<file path="src/rtl/axil_pkg.sv">
// ----------------------------------------------------------------------------
// axil_pkg
// Shared definitions for the AXI4-Lite register-file slave:
//   RESP_OKAY / RESP_SLVERR : AXI response encodings
//   addr_lsb()              : number of byte-offset address bits for a data width
// ----------------------------------------------------------------------------
package axil_pkg;

    localparam logic [1:0] RESP_OKAY   = 2'b00;
    localparam logic [1:0] RESP_SLVERR = 2'b10;

    // Byte-offset bits inside one data word, e.g. 32-bit data -> 2.
    function automatic int addr_lsb(input int data_width);
        return $clog2(data_width / 8);
    endfunction

endpackage

</file>
<file path="src/rtl/axil_strb_merge.sv">
// ----------------------------------------------------------------------------
// axil_strb_merge
// Combinational byte-lane merge: every lane whose strobe bit is set takes the
// new byte, every other lane keeps the old byte.
// Ports:
//   old_data    in  DATA_WIDTH    current register contents
//   new_data    in  DATA_WIDTH    incoming write data
//   strb        in  DATA_WIDTH/8  byte-lane enables
//   merged_data out DATA_WIDTH    resulting register value
// ----------------------------------------------------------------------------
module axil_strb_merge #(
    parameter int DATA_WIDTH = 32
) (
    input  logic [DATA_WIDTH-1:0]   old_data,
    input  logic [DATA_WIDTH-1:0]   new_data,
    input  logic [DATA_WIDTH/8-1:0] strb,
    output logic [DATA_WIDTH-1:0]   merged_data
);

    genvar gi;
    generate
        for (gi = 0; gi < DATA_WIDTH / 8; gi++) begin : g_lane
            assign merged_data[gi*8 +: 8] = strb[gi] ? new_data[gi*8 +: 8]
                                                     : old_data[gi*8 +: 8];
        end
    endgenerate

endmodule

</file>
<file path="src/rtl/axil_regfile_slave.sv">
// ----------------------------------------------------------------------------
// axil_regfile_slave
// AXI4-Lite slave exposing NUM_REGS registers of DATA_WIDTH bits.
// AW and W are captured independently into one-entry holding registers and
// the write commits on the edge where both are available. Reads have one
// cycle latency and run fully independently of writes.
// Ports:
//   clk, rst_n                      clock, asynchronous active-low reset
//   s_aw*/s_w*/s_b*                 AXI4-Lite write address/data/response
//   s_ar*/s_r*                      AXI4-Lite read address/data
//   regs_flat                       live register contents, reg i at
//                                   [i*DATA_WIDTH +: DATA_WIDTH]
// ----------------------------------------------------------------------------
module axil_regfile_slave
    import axil_pkg::*;
#(
    parameter int ADDR_WIDTH = 5,
    parameter int DATA_WIDTH = 32,
    parameter int NUM_REGS   = 4
) (
    input  logic                           clk,
    input  logic                           rst_n,
    input  logic [ADDR_WIDTH-1:0]          s_awaddr,
    input  logic                           s_awvalid,
    output logic                           s_awready,
    input  logic [DATA_WIDTH-1:0]          s_wdata,
    input  logic [DATA_WIDTH/8-1:0]        s_wstrb,
    input  logic                           s_wvalid,
    output logic                           s_wready,
    output logic [1:0]                     s_bresp,
    output logic                           s_bvalid,
    input  logic                           s_bready,
    input  logic [ADDR_WIDTH-1:0]          s_araddr,
    input  logic                           s_arvalid,
    output logic                           s_arready,
    output logic [DATA_WIDTH-1:0]          s_rdata,
    output logic [1:0]                     s_rresp,
    output logic                           s_rvalid,
    input  logic                           s_rready,
    output logic [NUM_REGS*DATA_WIDTH-1:0] regs_flat
);

    localparam int ADDR_LSB = addr_lsb(DATA_WIDTH);
    localparam int IDX_W    = ADDR_WIDTH - ADDR_LSB;
    localparam int STRB_W   = DATA_WIDTH / 8;

    // Write-side holding state
    logic                  aw_hold_reg;
    logic [IDX_W-1:0]      aw_idx_reg;
    logic                  w_hold_reg;
    logic [DATA_WIDTH-1:0] w_data_reg;
    logic [STRB_W-1:0]     w_strb_reg;
    logic                  bvalid_reg;
    logic [1:0]            bresp_reg;

    // Read-side state
    logic                  rvalid_reg;
    logic [DATA_WIDTH-1:0] rdata_reg;
    logic [1:0]            rresp_reg;

    logic                  aw_fire;
    logic                  w_fire;
    logic                  ar_fire;
    logic                  commit;
    logic [IDX_W-1:0]      wr_idx;
    logic [DATA_WIDTH-1:0] wr_data;
    logic [STRB_W-1:0]     wr_strb;
    logic                  wr_in_range;
    logic [IDX_W-1:0]      ar_idx;
    logic                  rd_in_range;
    logic [DATA_WIDTH-1:0] rd_value;

    assign s_awready = !aw_hold_reg && !bvalid_reg;
    assign s_wready  = !w_hold_reg && !bvalid_reg;
    assign s_arready = !rvalid_reg;

    assign s_bvalid = bvalid_reg;
    assign s_bresp  = bresp_reg;
    assign s_rvalid = rvalid_reg;
    assign s_rdata  = rdata_reg;
    assign s_rresp  = rresp_reg;

    assign aw_fire = s_awvalid && s_awready;
    assign w_fire  = s_wvalid && s_wready;
    assign ar_fire = s_arvalid && s_arready;

    // A channel counts as available if it is already held or handshakes on
    // this edge; the held copy takes priority because the ready is low then.
    assign commit  = (aw_hold_reg || aw_fire) && (w_hold_reg || w_fire);
    assign wr_idx  = aw_hold_reg ? aw_idx_reg : s_awaddr[ADDR_WIDTH-1:ADDR_LSB];
    assign wr_data = w_hold_reg ? w_data_reg : s_wdata;
    assign wr_strb = w_hold_reg ? w_strb_reg : s_wstrb;
    assign ar_idx  = s_araddr[ADDR_WIDTH-1:ADDR_LSB];

    assign wr_in_range = (32'(wr_idx) < NUM_REGS);
    assign rd_in_range = (32'(ar_idx) < NUM_REGS);

    // Byte-offset address bits carry no meaning for a word register file.
    generate
        if (ADDR_LSB > 0) begin : g_low_addr
            logic unused_low_addr;
            assign unused_low_addr = ^{s_awaddr[ADDR_LSB-1:0], s_araddr[ADDR_LSB-1:0]};
        end
    endgenerate

    // ------------------------------------------------------------------
    // Register storage: each register owns its merge and write enable, so
    // an out-of-range index simply matches no register.
    // ------------------------------------------------------------------
    genvar gi;
    generate
        for (gi = 0; gi < NUM_REGS; gi++) begin : g_reg
            logic [DATA_WIDTH-1:0] value_reg;
            logic [DATA_WIDTH-1:0] value_next;
            logic                  wr_en;

            axil_strb_merge #(
                .DATA_WIDTH (DATA_WIDTH)
            ) u_merge (
                .old_data    (value_reg),
                .new_data    (wr_data),
                .strb        (wr_strb),
                .merged_data (value_next)
            );

            assign wr_en = commit && (wr_idx == IDX_W'(gi));

            always_ff @(posedge clk or negedge rst_n) begin
                if (!rst_n) begin
                    value_reg <= '0;
                end else if (wr_en) begin
                    value_reg <= value_next;
                end
            end

            assign regs_flat[gi*DATA_WIDTH +: DATA_WIDTH] = value_reg;
        end
    endgenerate

    // Read mux sees the pre-edge register contents, so a read racing a
    // commit to the same register returns the old value.
    always_comb begin
        rd_value = '0;
        for (int i = 0; i < NUM_REGS; i++) begin
            if (ar_idx == IDX_W'(i)) begin
                rd_value = regs_flat[i*DATA_WIDTH +: DATA_WIDTH];
            end
        end
    end

    // ------------------------------------------------------------------
    // Write address/data holding and write response
    // ------------------------------------------------------------------
    always_ff @(posedge clk or negedge rst_n) begin
        if (!rst_n) begin
            aw_hold_reg <= 1'b0;
            aw_idx_reg  <= '0;
            w_hold_reg  <= 1'b0;
            w_data_reg  <= '0;
            w_strb_reg  <= '0;
            bvalid_reg  <= 1'b0;
            bresp_reg   <= RESP_OKAY;
        end else begin
            if (commit) begin
                aw_hold_reg <= 1'b0;
                w_hold_reg  <= 1'b0;
                bvalid_reg  <= 1'b1;
                bresp_reg   <= wr_in_range ? RESP_OKAY : RESP_SLVERR;
            end else begin
                if (aw_fire) begin
                    aw_hold_reg <= 1'b1;
                    aw_idx_reg  <= s_awaddr[ADDR_WIDTH-1:ADDR_LSB];
                end
                if (w_fire) begin
                    w_hold_reg <= 1'b1;
                    w_data_reg <= s_wdata;
                    w_strb_reg <= s_wstrb;
                end
                if (bvalid_reg && s_bready) begin
                    bvalid_reg <= 1'b0;
                end
            end
        end
    end

    // ------------------------------------------------------------------
    // Read channel
    // ------------------------------------------------------------------
    always_ff @(posedge clk or negedge rst_n) begin
        if (!rst_n) begin
            rvalid_reg <= 1'b0;
            rdata_reg  <= '0;
            rresp_reg  <= RESP_OKAY;
        end else if (ar_fire) begin
            rvalid_reg <= 1'b1;
            rdata_reg  <= rd_in_range ? rd_value : '0;
            rresp_reg  <= rd_in_range ? RESP_OKAY : RESP_SLVERR;
        end else if (rvalid_reg && s_rready) begin
            rvalid_reg <= 1'b0;
        end
    end

endmodule

</file>
<file path="config.mk">
export PLATFORM = sky130hd
export DESIGN_NAME = axil_regfile_slave
export DESIGN_NICKNAME = d
export VERILOG_FILES = /design/src/rtl/axil_pkg.sv /design/src/rtl/axil_strb_merge.sv /design/src/rtl/axil_regfile_slave.sv
export SDC_FILE = /design/constraint.sdc
export NUM_CORES = 1
export LEC_CHECK = 0
export CAP_MARGIN = 20
export CORE_ASPECT_RATIO = 1.75
export CORE_MARGIN = 2
export CORE_UTILIZATION = 55
export CTS_CLUSTER_SIZE = 28
export DETAILED_ROUTE_END_ITERATION = 16
export GPL_ROUTABILITY_DRIVEN = 1
export PLACE_DENSITY = 0.86
export SYNTH_ARGS = -nofsm -noshare
export SYNTH_HDL_FRONTEND = slang
export SYNTH_HIERARCHICAL = 1
export SYNTH_SLANG_ARGS = --single-unit
</file>
<file path="constraint.sdc">
create_clock -name clk -period 7.8 [get_ports clk]
set_clock_uncertainty 0.2 [all_clocks]
set_input_delay 1.17 -clock clk [delete_from_list [all_inputs] [get_ports clk]]
set_output_delay 1.17 -clock clk [all_outputs]
set_load 0.05 [all_outputs]
</file>
# Yosys cells after proc, flatten, opt, wreduce, memory -nomap -nowiden
# Cells that the tools add are included.
word_totals:
  wordCells: 95
  input_bits: 53
  out_inout_bits: 169
  ff_bits: 207
classes:
  magnitude_cmp: 2
  n_eq_ne: 6
  bitwise: 1
  n_reduce_logical: 42
  muxes: 18
ops:
  columns: ["operator", "n"]
  rows:
  - ["2-to-1 mux 32 bit", 6]
  - ["AND reduction 2 bit", 18]
  - ["== test 3 x 2 -> 1 bit, second input constant", 4]
  - ["logical AND 1 bit", 12]
  - ["2-to-1 mux 1 bit", 8]
  - ["nonzero test 2 bit", 4]
  - ["== test 3 x 1 -> 1 bit, second input constant", 2]
  - ["logical NOT 3 bit", 2]
  - ["< comparator 3 bit, second input constant", 2]
  - ["logical NOT 1 bit", 4]
  - ["2-to-1 mux 2 bit", 2]
  - ["2-to-1 mux 4 bit", 1]
  - ["2-to-1 mux 3 bit", 1]
  - ["logical OR 1 bit", 2]
  - ["inverter 1 bit", 1]

# Logic depth before layout (Yosys ltp)
depth:
  depth_word: 7
  ltp_mapped: 6
  mapped_depth_nobuf: 4

# By module
# Netlist, hierarchy kept.
modules_own_cells:
  columns: ["mod", "seq_area_each_um2", "n_inst", "area_per_inst_um2", "cells_each"]
  rows:
  - ["axil_regfile_slave", 5129.9, 1, 8926.1, 543]
  - ["axil_strb_merge", 0.0, 4, 525.5, 36]

# Least setup slack after synthesis
# OpenSTA, ideal clock, no wires.
synth_timing:
  path_kind: "input-to-reg"
  start: "input port s_araddr[2]"
  end: "register rdata_reg[10] (netlist: s_rdata[10])"
  setup_time_ps: 121
  cell_stages: 4
  arrival_ps: 2402
  required_time_ps: 7479
  setup_slack_ps: 5077
  n_path_buf: 2
  cell_sequence: "clkbuf_1 > buf_2 > mux4_2 > a22o_1"
synth_via:
  elab_chain_cells: 6
  elab_cells_between_ends: 10
  cone_classes: "1 x order compare; 3 x eq/ne; 5 x mux; 1 x reduce/logical"
synth_rtl:
  columns: ["element", "line", "text"]
  rows:
  - ["start, declared", "axil_regfile_slave.sv:33", "input logic [ADDR_WIDTH-1:0] s_araddr,"]
  - ["logical NOT 3 bit", "axil_regfile_slave.sv:145", "if (ar_idx == IDX_W'(i)) begin"]
  - ["2-to-1 mux 32 bit (4 in a row)", "axil_regfile_slave.sv:145", null]
  - ["2-to-1 mux 32 bit (*)", "axil_regfile_slave.sv:196", "rdata_reg <= rd_in_range ? rd_value : '0;"]
  - ["end signal, assigned", "axil_regfile_slave.sv:196", null]
  - ["end, declared", "axil_regfile_slave.sv:58", "logic [DATA_WIDTH-1:0] rdata_reg;"]
# Mark *: on every way between the ends. The rest lies on a longest branch, timed or not.
# A chain may end at the register's enable or synchronous reset.

# Worst setup path in the final report
layout_timing:
  start: "input port s_awvalid"
  end: "register g_reg[1].value_reg[4]"
layout_via:
  elab_chain_cells: 5
layout_rtl:
  columns: ["element", "line", "text"]
  rows:
  - ["start, declared", "axil_regfile_slave.sv:24", "input logic s_awvalid,"]
  - ["logical AND 1 bit", "axil_regfile_slave.sv:83", "assign aw_fire = s_awvalid && s_awready;"]
  - ["logical OR 1 bit", "axil_regfile_slave.sv:89", "assign commit = (aw_hold_reg || aw_fire) && (w_hold_reg || w_fire);"]
  - ["logical AND 1 bit", "axil_regfile_slave.sv:89", null]
  - ["logical AND 1 bit", "axil_regfile_slave.sv:126", "assign wr_en = commit && (wr_idx == IDX_W'(gi));"]
  - ["AND reduction 2 bit (no source line)", null, null]
  - ["end signal, assigned", "axil_regfile_slave.sv:132", "value_reg <= value_next;"]
  - ["end, declared", "axil_regfile_slave.sv:113", "logic [DATA_WIDTH-1:0] value_reg;"]
# No other way between the ends.

==> results.yml <==
outcome:
  status: "complete, no violations"
die:
  start_util_pct: 55.87
  pin_count: 222
  dieArea_um2: 21240
  rows: 68
  die_y_um: 191.3
  die_x_um: 111.0
  coreArea_um2: 19740
final_layout:
  final_util_pct: 70.83
  final_nets: 938
  areaGrowthSynthToFinish_pct: 26.78
  drive_gt1_share_pct: 45.56
  largest_reg_flops: 128
  postLayoutCellArea_um2: 13980
timing:
  tightest_slew_ns: 1.130
  period_share_pct: 45.77
  setup_tns_ns: 0
  max_slew_margin_pct: 24.65
  slew_violations: 0
  post-route-min-period_ns: 3.570
  rsz0062_at_grt: "no"
  hold_violations: 0
  max_clock_freq_mhz: 280.1
  setup_violations: 0
job:
  drv_cap: 0
detailed_routing:
  drc: 0
  dr_total_vias: 6824
  vias_per_cell: 5.955
  drt_iter0_drc: 313
  wl_per_cell_um: 23.72
  dr.pass1.iters: 4
  ant_nets: 0
  wirelength_mm: 27.18
worst_setup_path:
  critical_path_required_ns: 7.97
  worstPathMaxFanout: 21
  worstPathArrival_ns: 3.74
  worstSetupPathType: "input pin to flip-flop"
  start_kind: "input pin"
  end_kind: "flip-flop"
cts:
  cts-root-buf: "clkbuf_16"
  clock_latency_ns: 0.49
  cts_tree: "built"
  ctsHoldBuffers: 0
  cts_resized: 0
  htreeDepth: 1
  cts_made_buffers: 21
  post-cts-setup-buffers: 0
  clock-sinks: 205
  path_clk_slew_ns: 0.07
  clock_path_buffers: 3
yosys:
  netlist_top_cells_area: "dfrtp_1 (47%), mux2_2 (19%), mux2_4 (17%)"
  syn_avg_cell_area_um2: 16.05
  synth_cell_types: 29
  ys_seq_elements: 205
  synth_top_area_share_pct: 46.52
  synthCells: 687
  syn-cell-area_um2: 11030
  yosys_warnings: 6
  yosys.area.top_type: "dfrtp_1"
  ys_seq_area_share_pct: 46.52
power:
  power.total_mw: 6.605
  p_per_area_nw_per_um2: 472.4
  power.leakage_nw: 6.215
  peakVddDrop_mv: 0.3802
global_routing:
  grt_antenna_before_repair: 1
  grt_pass1_wl_mm: 43.07
  track_usage_pct: 25.59
  grt-ovfl-total: 0
  grt_pass1_vias: 7499
  grt_max_degree: 126
hold_path:
  holdCritPathClass: "flip-flop to flip-flop"
placement:
  port_buffers: 215
  hpwl_mm: 17.10
  gp_congestion: 0.7717
  placed_cell_area_um2: 13130
-- cell usage in the layout (no fill, tap or decap), drive strengths merged, types with 2 or more instances in the layout --
cell type and n:
nor3 6, o21ai 4, clkbuf 31, mux4 32, bufinv 4, mux2 332, conb 2, dfrtp 205
buf 13, a22o 32, inv 4, clkdlybuf4s50 212, clkinv 2, nor2 7, nand2 3, mux2i 2
-- path summary, 6_finish.rpt --
| check | cells after the start | startpoint | slack, ns | endpoint |
|---|---|---|---|---|
| worst min register to register | 2 | s_bresp[1] | 0.29 | s_bresp[1] |
| worst min-delay path | 2 | s_bresp[1] | 0.29 | s_bresp[1] |
| max in group asynchronous | 3 | rst_n | 6.11 | w_hold_reg |
| worst max-delay path | 6 | s_awvalid | 4.23 | g_reg[1].value_reg[4] |
| min in group asynchronous | 1 | rst_n | 0.36 | g_reg[3].value_reg[6] |
| worst max register to register | 4 | w_hold_reg | 4.74 | g_reg[1].value_reg[10] |
-- cells in the mapped netlist --
| master | instances |
|---|---|
| dfrtp_1 | 205 |
| mux2_2 | 189 |
| mux2_4 | 128 |
| a22o_1 | 32 |
| mux4_2 | 32 |
| buf_6 | 26 |
| mux2_1 | 15 |
| clkbuf_1 | 11 |
| buf_2 | 9 |
| nor2_1 | 7 |
| buf_4 | 5 |
| nor3_4 | 4 |
| o21ai_0 | 4 |
| inv_1 | 3 |
| nand2_1 | 3 |
| a21oi_2 | 1 |
| a32oi_2 | 1 |
| and2b_1 | 1 |
| and3_1 | 1 |
| buf_1 | 1 |
| conb_1 | 1 |
| mux2i_1 | 1 |
| mux2i_2 | 1 |
| nor2b_1 | 1 |
| nor3_1 | 1 |
| nor3_2 | 1 |
| nor4b_1 | 1 |
| o21a_1 | 1 |
| o22ai_4 | 1 |
-- critical path, stage by stage --
cell and delay, ns:
clkdlybuf4s50_1 0.48, nor2b_1 0.32, o22ai_4 0.19, nor3_4 0.68, buf_4 0.49, mux2_2 0.39
-- kinds of logic after synthesis --
group / share of synthesized area, %
flip-flops: 46.52
multiplexers: 45.01
other: 0.03400
AO/OA/AOI/OAI: 3.200
buffers and inverters: 3.914
AND/OR/NAND/NOR: 1.328
-- power breakdown --
part | internal [mW] | switching (mW)
combinational | 1.67 | 1.93
sequential | 1.49 | 0.403
clock | 0.687 | 0.420
total | 3.85 | 2.76
-- metal layers --
layer  part of all wire, %  vias up  track usage, %
met1                    38     3598           30.42
met4                   3.4        0           9.449
met2                    54      213           46.74
li1                      -     2960               -
met3                   4.7       53           4.122
met5                     0        -               0
-- final cells by class --
| type | count | area (um2) |
|---|---|---|
| clock buffer | 30 | 619.3 |
| antenna | 1 | 2.502 |
| fill | 1365 | 5758 |
| clock inverter | 8 | 150.1 |
| timing repair buffer | 226 | 2281 |
| sequential | 205 | 5131 |
| tap | 245 | 306.5 |
| multi-input combinational | 428 | 5479 |
| inverter | 3 | 11.26 |
-- through the flow --
stage / hold slack (ns) / cells / setup slack, ns
final: 0.2942 / 1146 / 4.230
after global routing: 0.3130 / 1146 / 4.112
after CTS: 0.2972 / 1142 / 4.263
after detailed placement: 0.2824 / 1104 / 3.769
after global placement: 0.2679 / 1104 / 3.823
after floorplan: 0.2749 / 688 / 5.077
Note: power is estimated with default switching activity, not from simulation.
